===== config.mk =====
export PLATFORM = sky130hd
export DESIGN_NAME = repair_solution_buffer
export DESIGN_NICKNAME = d
export VERILOG_FILES = /design/src/rtl/repair_solution_buffer.sv
export SDC_FILE = /design/constraint.sdc
export NUM_CORES = 1
export LEC_CHECK = 0
export BUFFER_PORTS_ARGS = -buffer_cell sky130_fd_sc_hd__buf_2
export CAP_MARGIN = 40
export CORE_UTILIZATION = 45
export CTS_CLUSTER_DIAMETER = 60
export CTS_CLUSTER_SIZE = 24
export DETAILED_ROUTE_END_ITERATION = 12
export GPL_ROUTABILITY_DRIVEN = 0
export GPL_TIMING_DRIVEN = 1
export HOLD_SLACK_MARGIN = 0.08
export PLACE_DENSITY = 0.68
export SETUP_SLACK_MARGIN = 0.3
export SLEW_MARGIN = 10
export SYNTH_ARGS = -nofsm -noshare
export SYNTH_HDL_FRONTEND = slang
export SYNTH_SLANG_ARGS = --single-unit

===== constraint.sdc =====
create_clock -name clk -period 5.7 [get_ports clk]
set_input_delay 1.14 -clock clk [delete_from_list [all_inputs] [get_ports clk]]
set_output_delay 1.14 -clock clk [all_outputs]
set_load 0.1 [all_outputs]

===== src/rtl/repair_solution_buffer.sv =====
// Repair solution buffer: collects BIRA solution words, releases them to the fuse
// programmer only on a repairable verdict. Optional SOL_DEDUP_EN drops duplicate words.
module repair_solution_buffer #(
    parameter int unsigned DEPTH = 8,
    parameter int unsigned SOL_W = 16
) (
    input  logic                         clk,
    input  logic                         rst,
    input  logic                         sol_valid,
    input  logic [SOL_W-1:0]             solution,
    input  logic                         verdict_valid,
    input  logic                         repair,
    input  logic                         early_term,
    input  logic                         clr,
    output logic                         fuse_valid,
    output logic [SOL_W-1:0]             fuse_word,
    input  logic                         fuse_ready,
    output logic                         done,
    output logic                         fail,
    output logic [$clog2(DEPTH+1)-1:0]   sol_count,
    output logic                         overflow
);

    localparam int unsigned PTR_W = $clog2(DEPTH);
    localparam int unsigned CNT_W = $clog2(DEPTH + 1);

    localparam logic [1:0] S_COLLECT = 2'd0;
    localparam logic [1:0] S_DRAIN   = 2'd1;
    localparam logic [1:0] S_DONE    = 2'd2;
    localparam logic [1:0] S_FAIL    = 2'd3;

    logic [1:0]       state_q,    state_d;
    logic [PTR_W-1:0] wr_ptr_q,   wr_ptr_d;
    logic [PTR_W-1:0] rd_ptr_q,   rd_ptr_d;
    logic [CNT_W-1:0] count_q,    count_d;
    logic             overflow_q, overflow_d;
    logic [SOL_W-1:0] mem_q [DEPTH];
    logic [SOL_W-1:0] mem_d [DEPTH];

    logic dup_c;
    logic pop_c;

`ifdef SOL_DEDUP_EN
    // Parallel match of the incoming word against every occupied slot
    always_comb begin : dedup_match
        logic [PTR_W-1:0] off;
        dup_c = 1'b0;
        off   = '0;
        for (int i = 0; i < int'(DEPTH); i++) begin
            off = PTR_W'(i) - rd_ptr_q;
            if (({1'b0, off} < count_q) && (mem_q[i] == solution)) begin
                dup_c = 1'b1;
            end
        end
    end
`else
    assign dup_c = 1'b0;
`endif

    assign fuse_valid = (state_q == S_DRAIN) && (count_q != '0);
    assign fuse_word  = fuse_valid ? mem_q[rd_ptr_q] : '0;
    assign pop_c      = fuse_valid && fuse_ready;
    assign done       = (state_q == S_DONE);
    assign fail       = (state_q == S_FAIL);
    assign sol_count  = count_q;
    assign overflow   = overflow_q;

    always_comb begin
        state_d    = state_q;
        wr_ptr_d   = wr_ptr_q;
        rd_ptr_d   = rd_ptr_q;
        count_d    = count_q;
        overflow_d = overflow_q;
        mem_d      = mem_q;

        case (state_q)
            S_COLLECT: begin
                // Push lands before the verdict so a same-cycle overflow still fails the die
                if (sol_valid && !dup_c) begin
                    if (count_q == CNT_W'(DEPTH)) begin
                        overflow_d = 1'b1;
                    end else begin
                        mem_d[wr_ptr_q] = solution;
                        wr_ptr_d        = wr_ptr_q + 1'b1;
                        count_d         = count_q + 1'b1;
                    end
                end
                if (early_term) begin
                    state_d = S_FAIL;
                end else if (verdict_valid) begin
                    state_d = (repair && !overflow_d) ? S_DRAIN : S_FAIL;
                end
            end
            S_DRAIN: begin
                if (pop_c) begin
                    rd_ptr_d = rd_ptr_q + 1'b1;
                    count_d  = count_q - 1'b1;
                end
                if ((count_q == '0) || (pop_c && (count_q == CNT_W'(1)))) begin
                    state_d = S_DONE;
                end
            end
            default: ;
        endcase

        // An unrepairable die never keeps any words
        if (state_d == S_FAIL) begin
            count_d  = '0;
            wr_ptr_d = '0;
            rd_ptr_d = '0;
        end

        if (clr) begin
            state_d    = S_COLLECT;
            wr_ptr_d   = '0;
            rd_ptr_d   = '0;
            count_d    = '0;
            overflow_d = 1'b0;
        end
    end

    always_ff @(posedge clk) begin
        if (rst) begin
            state_q    <= S_COLLECT;
            wr_ptr_q   <= '0;
            rd_ptr_q   <= '0;
            count_q    <= '0;
            overflow_q <= 1'b0;
            for (int i = 0; i < int'(DEPTH); i++) begin
                mem_q[i] <= '0;
            end
        end else begin
            state_q    <= state_d;
            wr_ptr_q   <= wr_ptr_d;
            rd_ptr_q   <= rd_ptr_d;
            count_q    <= count_d;
            overflow_q <= overflow_d;
            mem_q      <= mem_d;
        end
    end

endmodule


==> impl_results.md <==
* Status: finished, final reports clean
* Synth warn at 0
* Antenna cells at 0
* Clock Path Buffers at 2
* Port Buffers at 47
* Crit path launch type: flip-flop
* Worst hold path class: reg -> reg
* Top cell type by total area after synthesis: dfxtp_1
* CTS Hold Bufs at 0
* Mux share of post-synthesis cell area at 33.6%
* Slew Limit Fails at 0
* Synth Instances at 600
* Critical path type: reg -> out
* EDFF count, synth at 0
* Final nets at 646
* Initial core utilization at 46.7%
* Post-synthesis adder-cell area fraction at 0.953%
* # setup viols final at 0
* HP Start: mem_q[22]
* Most used routing layer in global routing: met2
* Internal power at 1.84 mW
* Post-Synth XOR/XNOR Area at 0.667%
* Post-DP HPWL at 8640 um
* Area Overhead vs Synth at 13.2%
* Prevailing post-synth register cell: dfxtp_1
* Main combinational cell family by area after synthesis: multiplexers
* Layout cells sized above 1 at 21.6%
* Mean Syn Cell Area at 10.9 um^2
* Met3 GRT Util at 3.81%
* Complex-gate fraction of the synthesized area at 1.51%
* Worst-path fanout max at 19
* Asr flop ratio synth at 0%
* RSZ-0062 raised after global routing: no
* Setup WS post-layout at 1.80 ns
* Max Clock Freq at 257 MHz
* Post-Route WL at 14000 um
* Worst path required time at 4.56 ns
* Rel. slew slack at 44.5%
* TNS Setup at 0 ns
* Peak VDD IR at 0.222 mV
* Seq pwr share at 42.9%
* P_leak at 3.14 nW
* TritonCTS clock tree: done
* Die Span Y at 123 um
* Worst Reg-to-Reg Cells at 6
* Worst r2r src: sol_count[0]
* Pin count of the biggest net entering global routing at 84
* I/O Pins at 48
* Number of global-route vias before repair at 4270
* Synth top area cells: dfxtp_1 43%, mux2i_1 23%, mux4_2 11%
* DR WL/cell at 17.2 um
* # DRC at 0
* H-tree depth at 4
* Pwr Density at 316 nW/um^2
* R2R Path End: rd_ptr_q[2]
* Antenna violations before repair at 0
* DRT Pass-1 Iters at 4
* Num CTS Buffers at 17
* Core Rows at 43
* Worst-Skew Late Latency at 0.42 ns
* Switching power at 0.499 mW
* Worst Setup End Kind: primary output
* #FFs+latches synth at 141
* Die ar. at 15100 um^2
* Max stage delay on crit path at 0.84 ns
* Netlist cell types at 40
* Fillers at 1202
* R2r setup slk at 3.31 ns
* Total grt overflow at 0
* Mapped Area at 6560 um^2
* Commonest cells post-synth: 148 x mux2i_1, 148 x nor2_1, 141 x dfxtp_1
* Worst Hold Depth at 2
* First-pass GRT wire length at 22200 um
* Core ar. at 14000 um^2
* Met2 GRT Util at 32.0%
* Final min period at 3.90 ns
* CTS resizes at 0
* Max Cap Viol at 0
* Sw frac at 21.3%
* Post-CTS setup buffers at 0
* Crit path DAT at 2.76 ns
* Root buffer cell: clkbuf_16
* Tcrit/Tclk final at 68.4%
* Yosys top cell area share at 43.0%
* DRT antenna net count at 0
* Simple logic cell fraction of the synthesized area at 14.2%
* Clock Skew at 0.00647 ns
* Gr usage total at 19.8%
* Top delay family on crit path: flip-flops
* Die X-Extent at 123 um
* Vias at 4374
* Crit-path slowest cell: dfxtp_1
* Vias/cell at 5.41
* Syn Nets at 629
* Pre-CTS setup slack at 2.23 ns
* GRT met1 Usage at 25.2%
* Worst Path Buf+Inv at 2
* Initial DRC count at 209
* Register area share after synthesis at 43.0%
* Number of clock sinks at 141
* WHS Endpoint: mem_q[22]
* Clk pwr share at 51.8%
* Critical path cell sequence: buf_4 -> mux4_2 -> mux2i_1 -> nor2_1 -> buf_2
* Combinational group share of total power at 5.3%
* Worst-path clk slew at 0.06 ns
* Final hold violations at 0
* Slew @ Worst Pin at 0.832 ns
==> registers in the layout (all words and copies together), names as in the netlist <==
signal     flops
mem_q        128
sol_count      4
rd_ptr_q       3
wr_ptr_q       3
state_q        2
overflow       1
==> per-stage QoR <==
stage | cell area (um^2) | std cells | power, mW | hold WS, ns | util [%]
floorplan | 6560 | 600 | 1.13 | 0.455 | -
global placement | 6740 | 776 | 1.14 | 0.467 | 48.0
detailed placement | 6770 | 778 | 1.15 | 0.481 | 48.2
CTS | 7430 | 809 | 2.36 | 0.495 | 52.9
global route | 7430 | 809 | 2.41 | 0.515 | 52.9
finish | 7430 | 809 | 2.34 | 0.492 | 52.9
==> power groups by stage <==
stage                     combinational [mW]  sequential, mW  clock [mW]
after floorplan                        0.101            1.03           0
after global placement                 0.119            1.03           0
after detailed placement               0.124            1.03           0
final                                  0.125            1.01        1.21
after global routing                   0.134            1.01        1.27
after CTS                              0.124            1.01        1.23
==> metal layers <==
layer	vias up	routed length (um)
met2	67	6660
li1	2125	-
met4	0	269
met1	2159	6590
met3	23	436
met5	-	0
==> tightest hold or removal path, cell delays in order (launching register included) <==
cell and delay, ns:
dfxtp_1 0.32, mux2i_1 0.07, nor2_1 0.07
==> logic make-up (layout without fill, tap and decap cells) <==
kind of cell             after synthesis  count (layout)
AO/OA/AOI/OAI                         13              13
XOR/XNOR                               5               5
adder cells (fa/ha/maj)                5               5
buffers and inverters                 63              92
flip-flops                           141             141
multiplexers                         180             180
AND/OR/NAND/NOR                      193             193
==> layout make-up <==
type / count / area [um^2] / area share, %
Clock buffer: 23 / 508 / 6.84
Timing Repair Buffer: 57 / 320 / 4.31
Sequential cell: 141 / 2820 / 38.0
Clock inverter: 8 / 154 / 2.07
Tap cell: 180 / 225 / 3.03
Inverter: 4 / 15.0 / 0.202
Multi-Input combinational cell: 396 / 3380 / 45.5
==> worst max-delay path by stage <==
stage                      start            end  cells after the start  slack [ns]
finish               rd_ptr_q[1]  fuse_word[11]                      5        1.80
global route         rd_ptr_q[1]  fuse_word[11]                      5        1.68
CTS                  rd_ptr_q[1]  fuse_word[11]                      5        1.77
detailed placement   rd_ptr_q[1]  fuse_word[11]                      5        2.23
global placement     rd_ptr_q[1]  fuse_word[12]                      5        2.26
floorplan           sol_count[0]  fuse_word[10]                      7        1.21
==> layout by cell type (no fill, tap or decap), drive strengths merged, types with 2 or more instances in the layout <==
cell,instances
mux2i,148
xnor2,2
mux4,32
or3b,2
or3,3
dfxtp,141
and3b,2
buf,57
ha,5
nand2b,3
nor4b,4
a211oi,4
nor2b,3
nor3,10
a31oi,2
xor2,3
nand3,3
bufinv,4
o21ai,3
nor3b,2
inv,4
nand3b,2
clkbuf,23
nand4,4
nand2,3
nor2,148
clkinv,3
No activity file was read; power rests on OpenSTA's default activity.
